[config.mk]
export PLATFORM = sky130hd
export DESIGN_NAME = mod53_inv_scale_seq
export DESIGN_NICKNAME = d
export VERILOG_FILES = /design/src/rtl/mod53_pkg.sv /design/src/rtl/mod53_dbl_add_step.sv /design/src/rtl/mod53_inv_scale_seq.sv
export SDC_FILE = /design/constraint.sdc
export NUM_CORES = 1
export LEC_CHECK = 0
export CORE_MARGIN = 3
export CORE_UTILIZATION = 50
export DETAILED_ROUTE_END_ITERATION = 8
export PLACE_DENSITY = 0.85
export SLEW_MARGIN = 15
export SYNTH_ARGS = -nofsm -noshare
export SYNTH_HDL_FRONTEND = slang
export SYNTH_SLANG_ARGS = --single-unit
[constraint.sdc]
create_clock -name clk -period 3.3 [get_ports clk]
set_input_delay 0.495 -clock clk [delete_from_list [all_inputs] [get_ports clk]]
set_output_delay 0.495 -clock clk [all_outputs]
set_load 0.03 [all_outputs]
[src/rtl/mod53_pkg.sv]
// Shared constants and types for the modulo-53 inverse-scaling block.
package mod53_pkg;

  localparam int unsigned MOD   = 53;
  localparam int unsigned W     = 6;
  localparam int unsigned K_INV = 9;  // 6^-1 mod 53

  typedef logic [W-1:0] residue_t;

  typedef enum logic [1:0] {
    IDLE = 2'd0,
    RUN  = 2'd1,
    DONE = 2'd2
  } state_t;

endpackage

[src/rtl/mod53_dbl_add_step.sv]
// One double-and-add step of the bit-serial modular multiplier:
// acc_next = (2*acc [+ a]) mod MOD, with both operands already below MOD,
// so each reduction is a single conditional subtract.
module mod53_dbl_add_step
  import mod53_pkg::*;
#(
  parameter int unsigned MOD = mod53_pkg::MOD,
  parameter int unsigned W   = mod53_pkg::W
) (
  input  logic [W-1:0] acc,
  input  logic [W-1:0] a,
  input  logic         add_en,
  output logic [W-1:0] acc_next
);

  localparam logic [W:0] MOD_X = (W+1)'(MOD);

  logic [W:0] dbl;
  logic [W:0] dbl_red;
  logic [W:0] sum;
  logic [W:0] sum_red;

  // Double with one guard bit, reduce, conditionally add, reduce again.
  assign dbl      = {acc, 1'b0};
  assign dbl_red  = (dbl >= MOD_X) ? dbl - MOD_X : dbl;
  assign sum      = dbl_red + (add_en ? {1'b0, a} : '0);
  assign sum_red  = (sum >= MOD_X) ? sum - MOD_X : sum;
  assign acc_next = W'(sum_red);

endmodule

[src/rtl/mod53_inv_scale_seq.sv]
// Sequential modulo-53 constant multiplier: out = (a * K_INV) mod MOD,
// one bit of K_INV per cycle (MSB first), valid/ready on both sides.
// Optional macro MOD53_RANGE_CHECK_EN: operands >= MOD are flagged on
// out_err and produce 0; without it they are pre-reduced by one subtract.
module mod53_inv_scale_seq
  import mod53_pkg::*;
#(
  parameter int unsigned MOD   = mod53_pkg::MOD,
  parameter int unsigned W     = mod53_pkg::W,
  parameter int unsigned K_INV = mod53_pkg::K_INV
) (
  input  logic         clk,
  input  logic         rst,
  input  logic         in_valid,
  output logic         in_ready,
  input  logic [W-1:0] in_data,
  output logic         out_valid,
  input  logic         out_ready,
  output logic [W-1:0] out_data,
  output logic         out_err
);

  localparam int unsigned CW    = (W > 1) ? $clog2(W) : 1;
  localparam logic [W-1:0] MOD_V = W'(MOD);
  localparam logic [W-1:0] K_VEC = W'(K_INV);

  state_t        state_q, state_d;
  logic [W-1:0]  a_q;
  logic [W-1:0]  acc_q;
  logic [W-1:0]  acc_next;
  logic [W-1:0]  data_q;
  logic [CW-1:0] cnt_q;
  logic          err_q;
  logic          out_err_q;
  logic [W-1:0]  a_in;
  logic          err_in;

`ifdef MOD53_RANGE_CHECK_EN
  // Out-of-range operand: compute on zero and flag the result.
  assign err_in = (in_data >= MOD_V);
  assign a_in   = err_in ? '0 : in_data;
`else
  // Out-of-range operand: fold back with one subtract (enough for W=6).
  assign err_in = 1'b0;
  assign a_in   = (in_data >= MOD_V) ? in_data - MOD_V : in_data;
`endif

  assign in_ready  = (state_q == IDLE);
  assign out_valid = (state_q == DONE);
  assign out_data  = data_q;
  assign out_err   = out_err_q;

  mod53_dbl_add_step #(
    .MOD (MOD),
    .W   (W)
  ) u_step (
    .acc      (acc_q),
    .a        (a_q),
    .add_en   (K_VEC[cnt_q]),
    .acc_next (acc_next)
  );

  // State register.
  // NOTE: sequential state uses non-blocking assignments so every flop
  // samples the pre-edge values regardless of statement order.
  always_ff @(posedge clk) begin
    if (rst) state_q <= IDLE;
    else     state_q <= state_d;
  end

  // Next-state logic for the accept / run / hand-off sequence.
  // NOTE: the default assignment first keeps this block free of latches.
  always_comb begin
    state_d = state_q;
    case (state_q)
      IDLE:    if (in_valid)        state_d = RUN;
      RUN:     if (cnt_q == '0)     state_d = DONE;
      DONE:    if (out_ready)       state_d = IDLE;
      default:                      state_d = IDLE;
    endcase
  end

  // Operand capture, serial accumulation and result hold.
  // NOTE: datapath registers are reset as well, so out_data/out_err read
  // 0 after reset and an aborted operation leaves nothing behind.
  always_ff @(posedge clk) begin
    if (rst) begin
      a_q       <= '0;
      acc_q     <= '0;
      cnt_q     <= '0;
      err_q     <= 1'b0;
      data_q    <= '0;
      out_err_q <= 1'b0;
    end else begin
      case (state_q)
        IDLE: begin
          if (in_valid) begin
            a_q   <= a_in;
            err_q <= err_in;
            acc_q <= '0;
            cnt_q <= CW'(W - 1);
          end
        end
        RUN: begin
          acc_q <= acc_next;
          if (cnt_q == '0) begin
            data_q    <= acc_next;
            out_err_q <= err_q;
          end else begin
            cnt_q <= cnt_q - CW'(1);
          end
        end
        default: ;
      endcase
    end
  end

endmodule

; ---- Word level (Yosys, flattened, before mapping)
; Memories as Yosys holds them, arrays and structs flattened. A register that Yosys moved wholly into a read port is not among the register bits.
; Cells that the tools add are included.
[word_totals]
ff_bits = 23
rom_bits = 8
in_bits = 10
out_inout_bits = 9
elab_cells = 45
memories = 1
[classes]
add_sub_neg = 5
magnitude_cmp = 4
n_eq_ne = 6
n_mux = 16
reduce_logical = 8
[mem_list]
columns = memory, words, width, rd, rd_ports_with_merged_regs, write_ports, line_no
row1 = (name not given), 8, 1, 1, 1, 0, mod53_inv_scale_seq.sv:59  ; .add_en (K_VEC[cnt_q]),
[op_table]
columns = op, n
row1 = 6-bit two-way mux, 4
row2 = 7-bit by 6-bit >= comparator with 1-bit output (second input constant), 2
row3 = 3-bit two-way mux, 4
row4 = 6-bit case mux with 2 select lines, 1
row5 = 6-bit subtractor (second input constant), 2
row6 = 7-bit by 6-bit adder with 7-bit output, 1
row7 = 7-bit two-way mux, 1
row8 = 7-bit by 6-bit subtractor with 7-bit output (second input constant), 1
row9 = 6-bit >= comparator (second input constant), 1
row10 = 2-bit two-way mux, 3
row11 = 2-bit inequality test (second input constant), 3
row12 = 2-bit case mux with 3 select lines, 1
row13 = 3-bit case mux with 2 select lines, 1
row14 = 2-bit AND reduction, 3
row15 = 3-bit AND reduction, 2
row16 = 3-bit by 4-bit < comparator with 1-bit output (second input constant), 1
row17 = 3-bit logical NOT, 1
row18 = 3-bit by 1-bit subtractor with 3-bit output (second input constant), 1
row19 = 2-bit by 1-bit equality test with 1-bit output (second input constant), 1
row20 = 2-bit equality test (second input constant), 1
row21 = 2-bit logical NOT, 1
row22 = 2-bit by 1-bit inequality test with 1-bit output (second input constant), 1
row23 = 2-bit nonzero test, 1
row24 = 1-bit two-way mux, 1

; ---- Logic depth before layout (Yosys ltp)
; Gate-level depths: netlist (run 1).
[logic_depth]
ltp_word = 7
mapped_depth = 14
ltp_nobuf = 13

; ---- By module
; A second synthesis (run 1) with hierarchy kept.
[hier_totals]
hier_cells = 200
hier_area_um2 = 1706.6
[by_module_without_submodules]
columns = mod, instances, cells_per_inst, area_per_inst_um2, seq_area_each_um2
row1 = mod53_inv_scale_seq, 1, 119, 1092.3, 480.5
row2 = mod53_dbl_add_step, 1, 81, 614.3, 0.0

; ---- Worst setup path after synthesis (run 1)
; OpenSTA, ideal clock, no wires.
[synth_timing]
kind = flip-flop to flip-flop
start = register acc_q[0]
end = register data_q[1], in the netlist out_data[1]
setup_ns = 0.074
arrival_ns = 3.173
required_time_ns = 3.226
path_slack_ns = 0.053
path_stages_with_launch = 14
n_path_buf = 1
period_less_slack_ns = 3.247
path_cell_list = dfxtp_1 -> ha_1 -> o21a_1 -> a21oi_4 -> xnor2_1 -> inv_1 -> fa_1 -> nand2b_1 -> a21oi_1 -> xor2_1 -> buf_2 -> a311o_1 -> or3_1 -> a31oi_1
[synth_between]
elab_chain_len = 5
elab_cells_between_ends = 7
classes_between = add/sub: 3 / order compare: 2 / mux: 2
[synth_rtl]
columns = item, line_no
row1 = from (decl), mod53_inv_scale_seq.sv:29  ; logic [W-1:0] acc_q;
row2 = from (signal assigned), mod53_inv_scale_seq.sv:105  ; acc_q <= acc_next;
row3 = 7-bit by 6-bit subtractor with 7-bit output / 7-bit by 6-bit >= comparator with 1-bit output (equally long branches), mod53_dbl_add_step.sv:25  ; assign dbl_red = (dbl >= MOD_X) ? dbl - MOD_X : dbl;
row4 = 7-bit two-way mux (*), mod53_dbl_add_step.sv:25
row5 = 7-bit by 6-bit adder with 7-bit output (*), mod53_dbl_add_step.sv:26  ; assign sum = dbl_red + (add_en ? {1'b0, a} : '0);
row6 = 6-bit subtractor / 7-bit by 6-bit >= comparator with 1-bit output (equally long branches), mod53_dbl_add_step.sv:27  ; assign sum_red = (sum >= MOD_X) ? sum - MOD_X : sum;
row7 = 6-bit two-way mux (*), mod53_dbl_add_step.sv:27
row8 = to (signal assigned), mod53_inv_scale_seq.sv:107  ; data_q <= acc_next;
row9 = to (decl), mod53_inv_scale_seq.sv:31  ; logic [W-1:0] data_q;
; Mark *: on every way between the ends. The rest lies on a longest branch, timed or not.
; A chain may end at the register's enable or synchronous reset.

; ---- Final worst setup path (run 1)
[layout_timing]
start = register acc_q[0]
end = register acc_q[4]
[layout_between]
elab_chain_len = 6
elab_cells_between_ends = 8
classes_between = add/sub: 3 / order compare: 2 / mux: 3
[layout_rtl]
columns = item, line_no
row1 = 7-bit by 6-bit subtractor with 7-bit output / 7-bit by 6-bit >= comparator with 1-bit output (equally long branches), mod53_dbl_add_step.sv:25
row2 = 7-bit two-way mux (*), mod53_dbl_add_step.sv:25
row3 = 7-bit by 6-bit adder with 7-bit output (*), mod53_dbl_add_step.sv:26
row4 = 6-bit subtractor / 7-bit by 6-bit >= comparator with 1-bit output (equally long branches), mod53_dbl_add_step.sv:27
row5 = 6-bit two-way mux (*), mod53_dbl_add_step.sv:27
row6 = 6-bit case mux with 2 select lines (*), mod53_inv_scale_seq.sv:95  ; case (state_q)
; Marks and branches as above.

==> key figures, run 1 <==
CTS
  – Cts bufs inserted: 3
  – TritonCTS clock tree: done
  – Clock tree buffer depth: 2
  – Hold Buf Count CTS: 0
  – CTS H-tree depth: 1
  – Clk_lat worst skew: between 0.2 and 0.3 ns
  – Clock sinks: 24
  – Worst-path clk slew: approximately 0.090 ns
  – Clock Tree Root: clkbuf_8

Synth
  – Ys async rst share: 0%
  – Commonest cells post-synth: dfxtp_1, nor2_1, ha_1, a21oi_1, o21ai_0
  – Yosys top cell by area: dfxtp_1
  – Number of flops mapped to enable cells by yosys: 0
  – Most frequent cell after synthesis: dfxtp_1
  – Yosys cell types: 59
  – Largest cells by area after synthesis: dfxtp_1, ha_1, a21oi_1, o21ai_0, and2_1
  – Commonest register cell after synthesis: dfxtp_1
  – Synth Area per Inst: 8.35 µm²
  – Share of the yosys chip area belonging to registers: approximately 25%
  – Mapped Cells: 234
  – Synth Register Bits: 24
  – Synthesized area: approximately 2000 µm²
  – Syn nets: 260
  – Ys Warns: 0
  – Top cell type's share of synthesized area: 24.6%

Route
  – DR iter-0 viols: 151
  – Antenna Nets Post-Route: 0
  – Vias: between 2,000 and 2,500
  – DR vias/cell: approximately 6.2
  – First drt pass iteration count: 4
  – Drt total wl: 5.90 mm
  – Wirelength per Cell: about 18 µm
  – DR DRC count: 0

Setup path
  – Crit path required time: around 3.5 ns
  – WS Path Type: reg2reg
  – Crit-path max FO: 5
  – Worst setup SP type: flip-flop
  – Crit path from: acc_q[0]
  – Critical Path End Type: flip-flop
  – Crit path DAT: 3.60 ns
  – Critical R2R Launch: acc_q[0]

Finish
  – ANT cells: 0
  – Nets: about 300
  – Area growth, synth to finish: 35.9%
  – Finished Core Util: a little under three quarters
  – Layout cells sized above 1: between 20 and 30%

GRT
  – Initial antenna violation count: 0
  – M1 GR Usage: about 31%
  – GR peak layer: met2
  – GRT met2 Usage: about 45%
  – Met3 GRT Util: 3.08%
  – Largest net degree at the start of global routing: 16
  – First-pass GRT wire length: roughly 8.9 mm
  – Grt ovf: 0
  – Number of global-route vias before repair: ~1,900
  – All-Layer GR Usage: 25.4%

Power and ir drop
  – Clock power share: around 25%
  – Switch Pwr: approximately 380 µW
  – Combinational group share of total power: a little over two fifths
  – Power Internal: between 600 and 700 µW
  – Tot Pwr: around 1100 µW
  – Switching Fraction: a little over a third
  – Pleak: 0.00107 µW
  – Sequential power share: 31.9%
  – Worst VDD drop: ~0.00041 V
  – Power density over the cells: 397 nW/µm²

Timing
  – Final clock skew: about 0.0034 ns
  – Fmax: roughly 300 MHz
  – Post-layout min period: 3.41 ns
  – Final Hold Viols: 0
  – Max-slew headroom: roughly 57%
  – Final setup vio count: 10
  – Slew Limit Fails: 0
  – Unrepaired setup endpoints after global routing: yes
  – Period utilization: 103%
  – Slew of the pin with the lowest slew margin: roughly 0.64 ns
  – Post-route setup slack: -0.111 ns

Floorplanning
  – Row Count: 22
  – Die H: 68.5 µm
  – Total Die Area: approximately 4700 µm²
  – Initial core utilization: ~53%
  – CORE AREA: 3720 µm²
  – Die width: roughly 69 µm
  – # IOs: 19

Min path
  – Worst hold start: a_q[4]
  – Type of the worst min-delay path: reg2reg

Job
  – Maximum Capacitance Violations: 0

Placement
  – I/O Buffers: 17
  – RePlAce Congestion: roughly 0.9
  – Dpl hpwl: between 3 and 4 mm

Run status
  – Failing checks: negative setup slack
  – Outcome: complete, but fails checks
[path summary, 6_finish.rpt]
kind | depth (start not counted) | slack (ns) | endpoint
setup / recovery | 15 | -0.11 | acc_q[4]
hold / removal | 2 | 0.46 | a_q[4]
setup reg to reg | 15 | -0.11 | acc_q[4]
hold reg to reg | 2 | 0.46 | a_q[4]
[stage by stage]
| step | std cells | TNS [ns] | setup WS [ns] | area (µm²) | hold WS [ns] |
|---|---|---|---|---|---|
| final | 324 | -0.766 | -0.111 | 2660 | 0.463 |
| after global routing | 324 | -2.24 | -0.230 | 2660 | 0.490 |
| after CTS | 317 | -0.0231 | -0.0180 | 2470 | 0.459 |
| after detailed placement | 306 | -0.143 | -0.0587 | 2260 | 0.446 |
| after global placement | 306 | 0 | 0.0245 | 2260 | 0.441 |
| after floorplan | 234 | 0 | 0.0528 | 1950 | 0.427 |
[timing repair]
action                                  CTS  global route
pin swaps                                14            17
gates resized for setup                  17            26
buffers inserted                          7             7
endpoints found under the setup margin    5            12
[flip-flops by register name, indices dropped and copies added, names as in the netlist]
| name | cells |
|---|---|
| a_q | 6 |
| acc_q | 6 |
| out_data | 6 |
| cnt_q | 3 |
| state_q | 2 |
| u_step.add_en | 1 |
[critical path, cell delays in order (launching register included)]
cell      delay (ns)
dfxtp_4         0.37
ha_4            0.16
o21a_4          0.20
a21oi_4         0.24
inv_2           0.10
mux2_4          0.33
ha_4            0.30
buf_6           0.11
nand3_4         0.08
o211ai_4        0.24
xnor2_2         0.11
buf_4           0.14
a311o_1         0.40
buf_4           0.16
o211a_1         0.21
o31ai_2         0.19
[area by class of cell]
type,count,area [µm²]
clock inverters,1,30.0
repair buffers,50,437
inverters,14,52.6
multi-input cells,184,1550
fillers,258,1060
well taps,48,60.1
flip-flops and latches,24,485
clock buffers,3,41.3
[power by group through the flow]
stage               Clock (µW)  Sequential (µW)  Combinational (µW)
finish                     262              336                 456
global route               269              340                 491
CTS                        261              334                 402
detailed placement           0              340                 361
global placement             0              339                 353
floorplan                    0              349                 234
[cell families (layout without fill, tap and decap cells)]
family / count (synthesis) / count (layout) / synth area share [%]
fa+ha+maj: 16 / 16 / 10.6
buf+inv: 26 / 68 / 6.02
simple gates: 75 / 75 / 20.8
compound gates: 75 / 75 / 29.3
flops: 24 / 24 / 24.6
other cells: 1 / 1 / 0.192
xor+xnor: 13 / 13 / 6.21
mux: 4 / 4 / 2.18
[cell usage in the layout (no fill, tap or decap), types with 3 or more instances in the layout]
master and count:
buf_4 28, dfxtp_1 22, clkdlybuf4s50_1 17, nor2_1 15
o21ai_0 13, inv_1 12, ha_1 12, a21oi_1 11
nand2_1 11, nand3_1 11, and2_1 10, nor2b_1 7
a31oi_1 6, xnor2_1 5, buf_6 5, xor2_1 4
nand2b_1 3, a21oi_2 3, a21o_1 3, a211oi_1 3
o211ai_1 3, clkbuf_8 3
[routing by layer]
| metal | vias to the layer above | part of all wire, % |
|---|---|---|
| li1 | 944 | - |
| met1 | 969 | 39 |
| met2 | 82 | 52 |
| met3 | 19 | 6.2 |
| met4 | 0 | 2.6 |
| met5 | - | 0 |
No activity file was read; power rests on OpenSTA's default activity.
==> run 2, diff against run 1 <==
Settings changed: TNS_END_PERCENT set to 20.
==> key figures, run 2 (synthesis gave the netlist of run 1 again) <==
Setup path
  – Reg2Reg Setup Slack: -0.12 ns (about the same)
  – WS Path Type: reg2reg
  – Critical Path End Type: flip-flop
  – Worst path cell trace: ha_4, o21a_4, a21oi_4, inv_2, mux2_4, ha_4, buf_6, nand3_4, o211ai_4, xnor2_2, buf_4, a311o_1, buf_4, o211a_1, o31ai_2
  – Crit path from: acc_q[0]
  – Crit path DAT: 3.61 ns (about the same)
  – Crit-path max cell delay: 0.40 ns (about the same)
  – Cell with the largest stage delay on the worst path: a311o_1
  – CP endpoint: acc_q[4]
  – Reg2Reg Depth: 15 (unchanged)
  – Number of cells on the critical path: 15 (unchanged)
  – CP bufs+invs: 4 (unchanged)
  – Crit-path max FO: 5 (unchanged)
  – Critical R2R Launch: acc_q[0]
  – Worst setup SP type: flip-flop
  – Largest delay contributor family on the critical path: compound AO/OA/AOI/OAI gates
  – Critical R2R Capture: acc_q[4]
  – Crit path required time: 3.49 ns (about the same)

Finish
  – Commonest non-fill, non-tap cell in the layout: buf_4
  – Nets: 302 (-0.33%)
  – Area growth, synth to finish: 35.2%
  – ANT cells: 0 (unchanged)
  – Post-route insts no fill: 323 (-0.31%)
  – Fillers: 259 (+0.39%)
  – Most frequent cells in the layout: buf_4, dfxtp_1, clkdlybuf4s50_1, nor2_1, o21ai_0
  – Layout cells sized above 1: 27.6% (-0.99 points)

CTS
  – Clock sinks: 24 (unchanged)
  – Hold Buf Count CTS: 0 (unchanged)
  – TritonCTS clock tree: done
  – Worst-path clk slew: 0.09 ns (about the same)
  – CTS H-tree depth: 1 (unchanged)
  – Clk_lat worst skew: 0.27 ns (about the same)
  – Clock tree buffer depth: 2 (unchanged)
  – Cts bufs inserted: 3 (unchanged)
  – Clock Tree Root: clkbuf_8

Timing
  – Post-route setup slack: -0.120 ns (-0.00939 ns)
  – Slew Limit Fails: 0 (unchanged)
  – Period utilization: 104% (+0.28 points)
  – Slew of the pin with the lowest slew margin: 0.612 ns (-0.0271 ns)
  – Final Hold Viols: 0 (unchanged)
  – Setup TNS: -0.711 ns (+0.0549 ns)
  – Max-slew headroom: 59.1% (+1.8 points)
  – Post-layout min period: 3.42 ns (+0.00939 ns)
  – Fmax: 292 MHz (-0.27%)
  – Final clock skew: 0.00395 ns (+0.000538 ns)
  – Hold WS: 0.463 ns (+0.00000100 ns)
  – Final setup vio count: 8 (-2)
  – Unrepaired setup endpoints after global routing: yes

Route
  – Drt total wl: 5.83 mm (-1.2%)
  – DR vias/cell: 6.18 (-0.59%)
  – Vias: 1,996 (-0.89%)
  – First drt pass iteration count: 4 (unchanged)
  – DR DRC count: 0 (unchanged)
  – Antenna Nets Post-Route: 0 (unchanged)
  – Wirelength per Cell: 18.1 µm (-0.90%)
  – DR iter-0 viols: 111 (-26%)

Floorplanning
  – CORE AREA: 3720 µm² (unchanged)
  – Total Die Area: 4690 µm² (unchanged)
  – # IOs: 19 (unchanged)
  – Row Count: 22 (unchanged)
  – Die width: 68.5 µm (unchanged)
  – Die H: 68.5 µm (unchanged)
  – Initial core utilization: 52.6% (unchanged)

Job
  – Maximum Capacitance Violations: 0 (unchanged)

Run status
  – Failing checks: negative setup slack
  – Outcome: complete, but fails checks

GRT
  – Largest net degree at the start of global routing: 16 (unchanged)
  – Number of global-route vias before repair: 1,897 (unchanged)
  – Grt ovf: 0 (unchanged)
  – All-Layer GR Usage: 25.4% (unchanged)
  – Initial antenna violation count: 0 (unchanged)
  – First-pass GRT wire length: 8.88 mm (unchanged)

Power and ir drop
  – Clock power share: 24.9% (about the same)
  – Combinational group share of total power: 43.1% (-0.2 points)
  – Tot Pwr: 1050 µW (-0.45%)
  – Power density over the cells: 398 nW/µm² (+0.11%)
  – Switching Fraction: 35.7% (-0.091 points)
  – Switch Pwr: 375 µW (-0.71%)
  – Sequential power share: 32.0% (about the same)
  – Power Internal: 676 µW (-0.31%)
  – Worst VDD drop: 0.000410 V (about the same)
  – Pleak: 0.00106 µW (-0.95%)

Placement
  – Placed cells: 306 (unchanged)
  – I/O Buffers: 17 (unchanged)
  – RePlAce Congestion: 0.907 (unchanged)
  – Dpl hpwl: 3.69 mm (unchanged)

Min path
  – Type of the worst min-delay path: reg2reg
  – Worst hold start: a_q[4]
run 2: changes by cell type in the layout (fill, tap and decap cells not counted):
cell     change
o21ai_1      -1
buf_4        -2
a21oi_2      -1
o21ai_0      +1
o41ai_1      +1
o41ai_2      -1
buf_6        +1
a21oi_1      +1
run 2: what timing repair did:
item,4_1_cts,5_1_grt
endpoints found under the hold margin,0,0
buffers inserted,7,6
resized for setup,17,24
setup endpoints to repair,5,12
pin swaps,14,20
run 2: power by group through the flow:
stage	Clock [µW]	Combinational, µW	Sequential (µW)
detailed placement	0	361	340
global placement	0	353	339
finish	262	452	336
global route	269	485	340
CTS	261	402	334
floorplan	0	234	349
run 2: stage by stage:
stage | util (%) | setup slack, ns | area (µm²)
global placement | 60.8 | 0.0245 | 2260
global route | 71.0 | -0.233 | 2640
detailed placement | 60.8 | -0.0587 | 2260
CTS | 66.5 | -0.0180 | 2470
floorplan | - | 0.0528 | 1950
finish | 71.0 | -0.120 | 2640
run 2: worst reg2reg max path, stage by stage (launching register included):
cell	delay (ns)
dfxtp_4	0.37
ha_4	0.16
o21a_4	0.20
a21oi_4	0.24
inv_2	0.10
mux2_4	0.33
ha_4	0.30
buf_6	0.12
nand3_4	0.08
o211ai_4	0.24
xnor2_2	0.11
buf_4	0.14
a311o_1	0.40
buf_4	0.15
o211a_1	0.21
o31ai_2	0.19
run 2: worst min-delay path by stage:
| stage | to | slack [ns] | cells after the start |
|---|---|---|---|
| 2_1_floorplan | a_q[4] | 0.43 | 2 |
| 3_3_place_gp | a_q[4] | 0.44 | 2 |
| 3_5_place_dp | a_q[4] | 0.45 | 2 |
| 4_1_cts | a_q[4] | 0.46 | 2 |
| 5_1_grt | a_q[1] | 0.49 | 2 |
| 6_report | a_q[4] | 0.46 | 2 |
run 2: area by class of cell:
type / instances / area (µm²) / area share (%)
clock buffer: 3 / 41.3 / 1.56
clock inverter: 1 / 30.0 / 1.14
inverter: 14 / 52.6 / 1.99
multi-input combinational: 184 / 1540 / 58.2
sequential: 24 / 485 / 18.4
tap: 48 / 60.1 / 2.27
timing repair buffer: 49 / 433 / 16.4
run 2: metal layers:
| layer | share of wire, % | vias up | global-route usage (%) |
|---|---|---|---|
| met5 | 0 | - | 0 |
| met4 | 2.5 | 0 | 10.2 |
| met3 | 5.7 | 18 | 3.08 |
| met2 | 51 | 80 | 44.7 |
| met1 | 41 | 960 | 31.2 |
| li1 | - | 938 | - |
